--- config.mk ---
export PLATFORM = sky130hd
export DESIGN_NAME = ex2_stage
export DESIGN_NICKNAME = d
export VERILOG_FILES = /design/src/rtl/ex2_stage_pkg.sv /design/src/rtl/ex2_stage_mdu_iter.sv /design/src/rtl/ex2_stage.sv
export SDC_FILE = /design/constraint.sdc
export NUM_CORES = 1
export LEC_CHECK = 0
export ABC_AREA = 1
export BUFFER_PORTS_ARGS = -buffer_cell sky130_fd_sc_hd__buf_4
export CAP_MARGIN = 30
export CELL_PAD_IN_SITES_DETAIL_PLACEMENT = 1
export CELL_PAD_IN_SITES_GLOBAL_PLACEMENT = 1
export CORE_MARGIN = 2
export CORE_UTILIZATION = 41
export CTS_CLUSTER_DIAMETER = 100
export DETAILED_ROUTE_END_ITERATION = 7
export GPL_TIMING_DRIVEN = 0
export PLACE_DENSITY_LB_ADDON = 0.1
export SYNTH_ARGS = -nofsm -noshare
export SYNTH_HDL_FRONTEND = slang
export SYNTH_SLANG_ARGS = --single-unit
--- constraint.sdc ---
create_clock -name clk -period 5.2 [get_ports clk]
set_input_delay 1.04 -clock clk [delete_from_list [all_inputs] [get_ports clk]]
set_output_delay 1.04 -clock clk [all_outputs]
set_load 0.005 [all_outputs]
--- src/rtl/ex2_stage_pkg.sv ---
// Shared encodings for the EX2 stage: MDU opcodes, FSM states, datapath width.
// Latency: n/a (types and constants only).
// Backpressure: n/a.
package ex2_stage_pkg;

  localparam int WIDTH      = 16;
  localparam int MDU_CYCLES = 16;
  localparam int RD_W       = 4;

  typedef enum logic [1:0] {
    MDU_NONE = 2'd0,
    MDU_MUL  = 2'd1,
    MDU_DIVU = 2'd2,
    MDU_REMU = 2'd3
  } mdu_op_e;

  typedef enum logic [1:0] {
    IDLE = 2'd0,
    BUSY = 2'd1,
    DONE = 2'd2
  } ex2_state_e;

  // Control half of the EX1/EX2 pipeline register.
  typedef struct packed {
    logic    valid;
    logic    zero;
    logic    reg_write;
    logic    mem_read;
    logic    mem_write;
    logic    is_branch;
    logic    branch_ne;
    mdu_op_e mdu_op;
  } ex2_ctrl_t;

  function automatic logic is_mdu(input mdu_op_e op);
    return op != MDU_NONE;
  endfunction

endpackage

--- src/rtl/ex2_stage_mdu_iter.sv ---
// Iterative unsigned multiply (shift-add) and divide (restoring), one bit per cycle.
// Latency: MDU_CYCLES cycles from start; result valid the cycle after done.
// Backpressure: none; start is only accepted by the parent when the unit is not busy.
module mdu_iter
  import ex2_stage_pkg::*;
#(
  parameter int WIDTH      = ex2_stage_pkg::WIDTH,
  parameter int MDU_CYCLES = ex2_stage_pkg::MDU_CYCLES
) (
  input  logic             clk,
  input  logic             rst,
  input  logic             start,
  input  mdu_op_e          op,
  input  logic [WIDTH-1:0] a,
  input  logic [WIDTH-1:0] b,
  output logic             busy,
  output logic             done,
  output logic [WIDTH-1:0] result
);

  localparam int CNT_W = (MDU_CYCLES > 1) ? $clog2(MDU_CYCLES) : 1;
  localparam logic [CNT_W-1:0] CNT_LAST = CNT_W'(MDU_CYCLES - 1);

  mdu_op_e          op_q;
  logic [CNT_W-1:0] cnt_q;
  logic             busy_q;
  // a_q: multiplicand (shifts for MUL) or dividend copy (static for DIV/REM)
  logic [WIDTH-1:0] a_q;
  // b_q: multiplier (shifts for MUL) or divisor (static for DIV/REM)
  logic [WIDTH-1:0] b_q;
  // acc_q: product accumulator for MUL, partial remainder for DIV/REM
  logic [WIDTH-1:0] acc_q;
  logic [WIDTH-1:0] quo_q;

  logic [WIDTH:0]   rem_sh;
  logic [WIDTH:0]   rem_diff;
  logic             div_by_zero;

  // One restoring-division step: shift in next dividend bit, try to subtract.
  always_comb begin
    rem_sh   = {acc_q, quo_q[WIDTH-1]};
    rem_diff = rem_sh - {1'b0, b_q};
  end

  // Iteration datapath and counter.
  always_ff @(posedge clk or posedge rst) begin
    if (rst) begin
      op_q   <= MDU_NONE;
      cnt_q  <= '0;
      busy_q <= 1'b0;
      a_q    <= '0;
      b_q    <= '0;
      acc_q  <= '0;
      quo_q  <= '0;
    end else if (start) begin
      op_q   <= op;
      cnt_q  <= '0;
      busy_q <= 1'b1;
      a_q    <= a;
      b_q    <= b;
      acc_q  <= '0;
      quo_q  <= a;
    end else if (busy_q) begin
      cnt_q <= cnt_q + CNT_W'(1);
      if (cnt_q == CNT_LAST) begin
        busy_q <= 1'b0;
      end
      if (op_q == MDU_MUL) begin
        if (b_q[0]) begin
          acc_q <= acc_q + a_q;
        end
        a_q <= a_q << 1;
        b_q <= b_q >> 1;
      end else begin
        if (!rem_diff[WIDTH]) begin
          acc_q <= rem_diff[WIDTH-1:0];
          quo_q <= {quo_q[WIDTH-2:0], 1'b1};
        end else begin
          acc_q <= rem_sh[WIDTH-1:0];
          quo_q <= {quo_q[WIDTH-2:0], 1'b0};
        end
      end
    end
  end

  assign busy        = busy_q;
  assign done        = busy_q & (cnt_q == CNT_LAST);
  assign div_by_zero = (b_q == '0);

  // Result select; divide by zero is pinned to all-ones quotient / dividend remainder.
  always_comb begin
    result = '0;
    case (op_q)
      MDU_MUL:  result = acc_q;
      MDU_DIVU: result = div_by_zero ? {WIDTH{1'b1}} : quo_q;
      MDU_REMU: result = div_by_zero ? a_q : acc_q;
      default:  result = '0;
    endcase
  end

endmodule

--- src/rtl/ex2_stage.sv ---
// Second execute stage: EX1/EX2 pipeline register, branch resolution, iterative MDU control.
// Latency: 1 cycle for ALU ops; MDU_CYCLES+1 cycles for MUL/DIVU/REMU.
// Backpressure: stall_o holds upstream and blocks capture while the MDU iterates.
module ex2_stage
  import ex2_stage_pkg::*;
#(
  parameter int WIDTH      = ex2_stage_pkg::WIDTH,
  // Must equal WIDTH: the divider retires one dividend bit per iteration.
  parameter int MDU_CYCLES = ex2_stage_pkg::MDU_CYCLES
) (
  input  logic             clk,
  input  logic             rst,
  input  logic             flush_i,
  input  logic             ex1_valid,
  input  logic [WIDTH-1:0] ex1_alu_result,
  input  logic             ex1_zero,
  input  logic [WIDTH-1:0] ex1_branch_target,
  input  logic [RD_W-1:0]  ex1_rd,
  input  logic [WIDTH-1:0] ex1_op_a,
  input  logic [WIDTH-1:0] ex1_op_b,
  input  logic             ex1_reg_write,
  input  logic             ex1_mem_read,
  input  logic             ex1_mem_write,
  input  logic             ex1_is_branch,
  input  logic             ex1_branch_ne,
  input  logic [1:0]       ex1_mdu_op,
  output logic [WIDTH-1:0] ex2_alu_result,
  output logic [RD_W-1:0]  ex2_rd,
  output logic             ex2_reg_write,
  output logic             ex2_mem_read,
  output logic             ex2_mem_write,
  output logic [WIDTH-1:0] ex2_store_data,
  output logic             ex2_fwd_valid,
  output logic             branch_taken,
  output logic [WIDTH-1:0] branch_target_out,
  output logic             flush_o,
  output logic             stall_o
);

  ex2_ctrl_t        ctrl_q;
  logic [WIDTH-1:0] alu_q;
  logic [WIDTH-1:0] target_q;
  logic [WIDTH-1:0] store_q;
  logic [RD_W-1:0]  rd_q;

  ex2_state_e       state_q;
  logic             stall_q;

  mdu_op_e          ex1_op;
  logic             capture;
  logic             live_in;
  logic             mdu_start;
  logic             mdu_busy;
  logic             mdu_done;
  logic [WIDTH-1:0] mdu_result;

  assign ex1_op    = mdu_op_e'(ex1_mdu_op);
  assign capture   = ~stall_q;
  assign live_in   = ex1_valid & ~flush_i;
  assign mdu_start = capture & live_in & is_mdu(ex1_op);

  // EX1/EX2 pipeline register; a flushed or invalid capture becomes a non-MDU bubble.
  always_ff @(posedge clk or posedge rst) begin
    if (rst) begin
      ctrl_q   <= '0;
      alu_q    <= '0;
      target_q <= '0;
      store_q  <= '0;
      rd_q     <= '0;
    end else if (capture) begin
      ctrl_q.valid     <= live_in;
      ctrl_q.zero      <= ex1_zero;
      ctrl_q.reg_write <= ex1_reg_write;
      ctrl_q.mem_read  <= ex1_mem_read;
      ctrl_q.mem_write <= ex1_mem_write;
      ctrl_q.is_branch <= ex1_is_branch;
      ctrl_q.branch_ne <= ex1_branch_ne;
      ctrl_q.mdu_op    <= live_in ? ex1_op : MDU_NONE;
      alu_q            <= ex1_alu_result;
      target_q         <= ex1_branch_target;
      store_q          <= ex1_op_b;
      rd_q             <= ex1_rd;
    end
  end

  // MDU sequencing FSM; stall is registered and high exactly while in BUSY.
  always_ff @(posedge clk or posedge rst) begin
    if (rst) begin
      state_q <= IDLE;
      stall_q <= 1'b0;
    end else begin
      case (state_q)
        IDLE: begin
          if (mdu_start) begin
            state_q <= BUSY;
            stall_q <= 1'b1;
          end
        end
        BUSY: begin
          if (mdu_done) begin
            state_q <= DONE;
            stall_q <= 1'b0;
          end
        end
        DONE: begin
          if (mdu_start) begin
            state_q <= BUSY;
            stall_q <= 1'b1;
          end else begin
            state_q <= IDLE;
          end
        end
        default: begin
          state_q <= IDLE;
          stall_q <= 1'b0;
        end
      endcase
    end
  end

  mdu_iter #(
    .WIDTH      (WIDTH),
    .MDU_CYCLES (MDU_CYCLES)
  ) u_mdu (
    .clk    (clk),
    .rst    (rst),
    .start  (mdu_start),
    .op     (ex1_op),
    .a      (ex1_op_a),
    .b      (ex1_op_b),
    .busy   (mdu_busy),
    .done   (mdu_done),
    .result (mdu_result)
  );

  // Output qualification; mdu_busy tracks the BUSY state cycle for cycle.
  always_comb begin
    ex2_alu_result    = is_mdu(ctrl_q.mdu_op) ? mdu_result : alu_q;
    ex2_rd            = rd_q;
    ex2_reg_write     = ctrl_q.valid & ctrl_q.reg_write & ~mdu_busy;
    ex2_mem_read      = ctrl_q.valid & ctrl_q.mem_read;
    ex2_mem_write     = ctrl_q.valid & ctrl_q.mem_write;
    ex2_store_data    = store_q;
    ex2_fwd_valid     = ex2_reg_write & (rd_q != '0);
    branch_taken      = ctrl_q.valid & ctrl_q.is_branch & (ctrl_q.zero ^ ctrl_q.branch_ne);
    branch_target_out = target_q;
    flush_o           = branch_taken;
    stall_o           = stall_q;
  end

endmodule

==> impl_metrics.env, run 1 <==
export IMPL_status="completed"
export IMPL_ant_nets=0
export IMPL_clockRootBuffer="clkbuf_16"
export IMPL_die_w_um=148
export IMPL_drt_wl_total_mm=28.0
export IMPL_drive_above_1_share_pct=14.9
export IMPL_avgViaCountPerCell=5.11
export IMPL_syn_area_um2=8450
export IMPL_syn_inst=1244
export IMPL_dp_cells=1653
export IMPL_post_cts_setup_buffers=0
export IMPL_fin_crit_sh_pct=72.6
export IMPL_grt_first_pass_wirelength_mm=45.9
export IMPL_clk_latency_ns=0.44
export IMPL_cap_violations=0
export IMPL_start_util_pct=41.8
export IMPL_p_leak_nw=5.73
export IMPL_antenna_found_initial=0
export IMPL_hpwl_mm=21.7
export IMPL_ys_seq_elements=135
export IMPL_pre_cts_ws_ns=1.96
export IMPL_p_switching_w=0.00365
export IMPL_final_cell_mix="nand2_1 (566), buf_4 (141), dfrtp_1 (135), inv_1 (128), o21ai_0 (102)"
export IMPL_stdcell_count=1685
export IMPL_cts_buffers=17
export IMPL_power_density_nw_per_um2=707
export IMPL_htreeDepth=4
export IMPL_fin_crit_ns=3.78
export IMPL_portBuffers=138
export IMPL_pwr_share_comb_pct=58.0
export IMPL_avgSynthCellArea_um2=6.79
export IMPL_cp_slowest_stage_delay_ns=0.36
export IMPL_ys_flop_type="dfrtp_1"
export IMPL_met2_length_mm=13.5
export IMPL_seq_power_share_pct=25.3
export IMPL_gp_congestion=0.879
export IMPL_fillers=2713
export IMPL_grt_max_degree=80
export IMPL_drc_errors=0
export IMPL_cp_top_family="buffers and inverters"
export IMPL_path_clk_slew_ns=0.07
export IMPL_async_flop_share_pct=100
export IMPL_p_clk_share_pct=16.8
export IMPL_layout_nets=1516
export IMPL_cp_arrival_ns=2.74
export IMPL_cp_num_buf_inv=4
export IMPL_synth_fp_nets=1358
export IMPL_critPathLaunchType="register"
export IMPL_numClockSinks=135
export IMPL_drtIter0Drc=329
export IMPL_grt_usage_pct=26.4
export IMPL_r2r_start="u_mdu.b_q[0]"
export IMPL_routed_top_layer="met4"
export IMPL_drt_met1_wl_mm=12.7
export IMPL_wl_per_cell_um=16.6
export IMPL_drtPass1Iterations=4
export IMPL_clock_fmax_mhz=265
export IMPL_hp_start="state_q[1]"
export IMPL_cell_internal_pwr_w=0.00373
export IMPL_core_area_um2=20200
export IMPL_endpoint_kind="output pin"
export IMPL_fin_worst_skew_ns=0.0164
export IMPL_grt_pass1_vias=9017
export IMPL_slew_headroom_pct=59.7
export IMPL_path_cells="inv_1 > nand4_1 > nor2_1 > nand3_1 > buf_2 > clkbuf_1 > o21ai_0 > nand3_1 > nand2_1 > nand2_1 > buf_4"
export IMPL_tightest_slew_ns=0.604
export IMPL_holdBufCountCts=0
export IMPL_hold_viol_final=0
export IMPL_ios=139
export IMPL_grt_ovfl_total=0
export IMPL_die_area_um2=21800
export IMPL_swShare_pct=49.5
export IMPL_std_cell_rows=52
export IMPL_cts_tree="yes"
export IMPL_slew_violations=0
export IMPL_post_cts_resized=0
export IMPL_ys_seq_area_share_pct=40.0
export IMPL_cp_max_fo=10
export IMPL_diodes=0
export IMPL_met3_length_mm=1.30
export IMPL_ys_types=43
export IMPL_startpoint="u_mdu.b_q[15]"
export IMPL_dr_total_vias=8603
export IMPL_final_setup_viol_count=0
export IMPL_peakVddDrop_uv=263
export IMPL_cp_slowest_cell="dfrtp_1"
export IMPL_rsz0062_at_grt="false"
export IMPL_clk_path_buf_depth=2
export IMPL_die_height_um=148
export IMPL_hold_path_class="reg -> reg"
export IMPL_synth_edf_count=0
export IMPL_yosys_warnings=0
export IMPL_crit_required_ns=4.16
export IMPL_fin_ws_ns=1.42
export IMPL_area_growth_pct=23.7
export IMPL_path_class="reg -> out"
export IMPL_final_common_cell="nand2_1"
## Yosys cell counts (2+ instances only)
cell type,n,area (um^2)
inv_4,2,12.5
o22ai_1,2,12.5
nor2_4,2,22.5
nand4_1,4,25.0
o211ai_1,15,113
buf_4,3,22.5
inv_1,129,484
buf_6,2,22.5
nand2_2,3,18.8
inv_2,5,18.8
nor2_1,35,131
buf_1,2,7.51
clkbuf_1,28,105
nor4_1,2,12.5
buf_2,13,65.1
o21ai_1,2,10.0
xor2_1,5,43.8
ha_1,32,400
fa_1,2,40.0
nor3_1,6,30.0
a21oi_1,42,210
nor2_2,2,12.5
nand2_1,566,2120
nand3b_1,4,30.0
o21bai_1,4,30.0
dfrtp_1,135,3380
o21ai_0,102,510
a31oi_1,3,18.8
xnor2_1,8,70.1
nand3_1,71,355
## layout make-up
class / instances / area (um^2) / share of cell area (%)
multi-input cells: 922 / 4320 / 41.3
clock inverters: 14 / 156 / 1.50
well taps: 270 / 338 / 3.23
flip-flops and latches: 135 / 3380 / 32.3
plain buffers: 49 / 228 / 2.18
clock buffers: 18 / 439 / 4.20
inverters: 138 / 529 / 5.06
repair buffers: 139 / 1060 / 10.2
## metrics by stage
step | setup TNS, ns | instance area (um^2) | hold WS, ns | total power [W] | utilization, %
floorplan | 0 | 8450 | 0.412 | 0.00469 | -
global placement | -171.85 | 9820 | 0.428 | 0.00597 | 48.6
detailed placement | 0 | 9860 | 0.427 | 0.00613 | 48.7
CTS | 0 | 10500 | 0.446 | 0.00744 | 51.7
global route | 0 | 10500 | 0.481 | 0.00810 | 51.7
finish | 0 | 10500 | 0.446 | 0.00739 | 51.7
## worst paths after layout
path	endpoint	slack (ns)	cells after the start
min	state_q[1]	0.45	1
max	ex2_alu_result[2]	1.42	11
min in group asynchronous	alu_q[7]	0.65	2
max in group asynchronous	ex2_store_data[9]	3.73	3
min reg2reg	state_q[1]	0.45	1
max reg2reg	u_mdu.acc_q[11]	2.56	16
## state kept, by name, summed over array words and instances, names as in the netlist
name,count
u_mdu.a_q,16
u_mdu.cnt_q,4
branch_target_out,16
u_mdu.b_q,16
ex2_store_data,16
u_mdu.op_q,2
ctrl_q,9
stall_o,1
alu_q,16
u_mdu.acc_q,16
u_mdu.busy,1
u_mdu.quo_q,16
state_q,2
ex2_rd,4
## logic make-up after synthesis
logic type / after synthesis / share of synthesized area, %
compound gates: 175 / 11.3
xor+xnor: 13 / 1.35
fa+ha+maj: 34 / 5.21
buf+inv: 187 / 8.90
flops: 135 / 40.0
simple gates: 700 / 33.3
## power groups by stage
stage	sequential (W)	clock [W]	combinational [W]
final	0.00187	0.00124	0.00428
after global routing	0.00192	0.00131	0.00488
after global placement	0.00185	0	0.00412
after floorplan	0.00173	0	0.00296
after CTS	0.00186	0.00126	0.00432
after detailed placement	0.00186	0	0.00427
## per-layer routing
layer / vias to the layer above / track usage [%]
li1: 4233 / -
met1: 4166 / 34.3
met2: 164 / 44.9
met3: 40 / 5.49
met4: 0 / 7.31
met5: - / 0
(Power assumes the default switching activity.)
==> run 2: changes to the inputs <==
Settings changed: ABC_AREA 1 to 0, CORE_UTILIZATION 41 to 39.
Clock period 5.2 ns to 3.35 ns, I/O delays scaled along.
==> run 2 against run 1 <==
Net effect: via count decreased by 21%; utilization down 1.0 points; sequential share of layout area is 2.0 points higher; global-route usage shrank 2.8 points; hold slack worse by 0.28 ns; setup slack worse by 1.3 ns; critical path depth fell by 4; sequential power rose by 52%; area after synthesis fell by 8.3%; critical path type unchanged; largest power group unchanged; non-clock buffer count shrank 2.
==> impl_metrics.env, run 2 <==
export IMPL_cp_slowest_stage_delay_ns=0.46
export IMPL_cp_top_family="simple AND/OR/NAND/NOR gates"
export IMPL_portBuffers=138
export IMPL_grt_max_degree=39
export IMPL_avgViaCountPerCell=5.45
export IMPL_area_growth_pct=27.1
export IMPL_ys_seq_area_share_pct=43.6
export IMPL_synth_edf_count=0
export IMPL_final_area_um2=9860
export IMPL_rrSetupSlack_ns=0.25
export IMPL_diodes=0
export IMPL_rsz0062_at_grt="false"
export IMPL_drc_errors=0
export IMPL_ios=139
export IMPL_die_area_um2=21000
export IMPL_syn_inst=812
export IMPL_start_util_pct=39.8
export IMPL_cts_buffers=17
export IMPL_drtPass1Iterations=5
export IMPL_cts_tree="yes"
export IMPL_dr_total_vias=6818
export IMPL_grt_usage_pct=23.6
export IMPL_synth_top_area_cell="dfrtp_1"
export IMPL_grt_pass1_vias=7221
export IMPL_tightest_slew_ns=0.733
export IMPL_htreeDepth=4
export IMPL_critPathLaunchType="register"
export IMPL_regArea_um2=3380
export IMPL_drtIter0Drc=304
export IMPL_yosys_area_top_type_share_pct=43.6
export IMPL_wl_per_cell_um=19.2
export IMPL_final_common_cell="buf_4"
export IMPL_ys_types=64
export IMPL_place_area_um2=9210
export IMPL_p_leak_nw=4.44
export IMPL_clk_latency_ns=0.43
export IMPL_crit_required_ns=2.68
export IMPL_fillers=2264
export IMPL_die_w_um=145
export IMPL_yosys_top_cells_area="dfrtp_1 (44%), mux2_2 (8.4%), o21ai_0 (6.1%), nand2_1 (5.5%), ha_1 (5.2%)"
export IMPL_cp_max_fo=10
export IMPL_cap_violations=0
export IMPL_fin_crit_ns=3.24
export IMPL_drive_above_1_share_pct=26.5
export IMPL_path_class="reg -> out"
export IMPL_die_height_um=145
export IMPL_path_clk_slew_ns=0.06
export IMPL_grt_first_pass_wirelength_mm=39.5
export IMPL_slew_violations=0
export IMPL_cp_arrival_ns=2.57
export IMPL_async_flop_share_pct=100
export IMPL_peakVddDrop_uv=441
export IMPL_clk_path_buf_depth=2
export IMPL_ys_seq_elements=135
export IMPL_core_area_um2=19500
export IMPL_p_total_w=0.0105
export IMPL_final_cell_mix="buf_4 (139), dfrtp_1 (135), nand2_1 (113), o21ai_0 (92), a21oi_1 (61)"
export IMPL_synth_common_cells="dfrtp_1 (135), nand2_1 (113), o21ai_0 (94)"
export IMPL_synth_fp_nets=926
export IMPL_hold_viol_final=0
export IMPL_avgSynthCellArea_um2=9.55
export IMPL_power_density_nw_per_um2=1060
export IMPL_fin_worst_skew_ns=0.0129
export IMPL_numClockSinks=135
export IMPL_grt_ovfl_total=0
export IMPL_cp_num_buf_inv=2
export IMPL_holdBufCountCts=0
export IMPL_slew_headroom_pct=49.9
export IMPL_synth_most_common_cell="dfrtp_1"
export IMPL_clock_fmax_mhz=309
export IMPL_final_setup_viol_count=0
export IMPL_yosys_warnings=0
export IMPL_antenna_found_initial=0
export IMPL_hold_slack_ns=0.171
export IMPL_clockRootBuffer="clkbuf_16"
export IMPL_fin_crit_sh_pct=96.7
export IMPL_status="completed"
export IMPL_startpoint="u_mdu.b_q[10]"
export IMPL_layout_nets=1087
export IMPL_cp_slowest_cell="dfrtp_1"
export IMPL_ys_flop_type="dfrtp_1"
export IMPL_fin_ws_ns=0.110
export IMPL_gp_congestion=0.797
export IMPL_ant_nets=0
export IMPL_path_cells="nor4_4 > and4_4 > o21a_2 > clkbuf_4 > o221ai_1 > o21ai_0 > buf_4"
export IMPL_syn_area_um2=7750
export IMPL_drt_wl_total_mm=24.1
export IMPL_hpwl_mm=18.5
export IMPL_hold_path_class="in -> async"
export IMPL_std_cell_rows=51
export IMPL_multi_input_area_um2=4120
export IMPL_r2r_start="u_mdu.b_q[13]"
export IMPL_pre_cts_ws_ns=-0.165
export IMPL_endpoint_kind="output pin"
## run 2: cell count changes in the layout (fill, tap and decap cells not counted), moves of 20 or more
| cell | previous run | this run |
|---|---|---|
| nand2_1 | 566 | 113 |
| inv_1 | 128 | 23 |
| nand3_1 | 71 | 11 |
| mux2_2 | 0 | 58 |
| mux2i_1 | 0 | 21 |
| and2_1 | 0 | 20 |
## run 2: repair_timing
| item | in CTS | in global routing |
|---|---|---|
| pin swaps | 0 | 0 |
| endpoints found under the setup margin | 16 | 12 |
| setup buffers | 0 | 0 |
| gates resized for setup | 10 | 4 |
| cloned | 0 | 0 |
## run 2: metrics by stage
| step | utilization [%] | setup TNS (ns) | std cells |
|---|---|---|---|
| after floorplan | - | 0 | 812 |
| after global placement | 46.9 | -10.50 | 1215 |
| after detailed placement | 47.3 | -1.15 | 1220 |
| after CTS | 50.6 | 0 | 1251 |
| after global routing | 50.6 | 0 | 1251 |
| final | 50.6 | 0 | 1251 |
## run 2: worst paths after layout
kind / cells after the start / endpoint
worst max-delay path: 7 / ex2_alu_result[14]
worst min-delay path: 2 / ex2_store_data[1]
worst max register to register: 12 / u_mdu.quo_q[0]
worst min register to register: 1 / state_q[1]
max in group asynchronous: 4 / u_mdu.a_q[8]
min in group clk: 1 / state_q[1]
## run 2: cells by family (layout without fill, tap and decap cells)
| group | count (synthesis) | count (layout) | share of synthesized area, % |
|---|---|---|---|
| flip-flops | 135 | 135 | 43.6 |
| buffers and inverters | 70 | 244 | 3.70 |
| AND/OR/NAND/NOR | 221 | 221 | 13.3 |
| XOR/XNOR | 26 | 26 | 2.94 |
| adder cells (fa/ha/maj) | 34 | 34 | 5.68 |
| multiplexers | 79 | 79 | 11.1 |
| AO/OA/AOI/OAI | 247 | 247 | 19.7 |
## run 2: power breakdown
group	switching (W)	internal (W)	leakage, nW	total (W)
logic	0.00316	0.00249	2.48	0.00565
registers	0.000621	0.00223	1.66	0.00285
clock network	0.000841	0.00114	0.298	0.00198
total	0.00463	0.00585	4.44	0.0105
## run 2: area by class of cell
| cell class | instances | share of cell area (%) |
|---|---|---|
| buffer | 43 | 1.97 |
| clock buffer | 18 | 4.35 |
| clock inverter | 14 | 1.87 |
| inverter | 26 | 1.03 |
| multi-input combinational | 607 | 41.8 |
| sequential | 135 | 34.3 |
| tap | 265 | 3.36 |
| timing repair buffer | 143 | 11.4 |
## run 2: layer usage
metal	track usage, %	routed length, um
met1	32.4	11100
met2	39.2	11800
met3	3.81	916
met4	5.79	296
met5	0	0
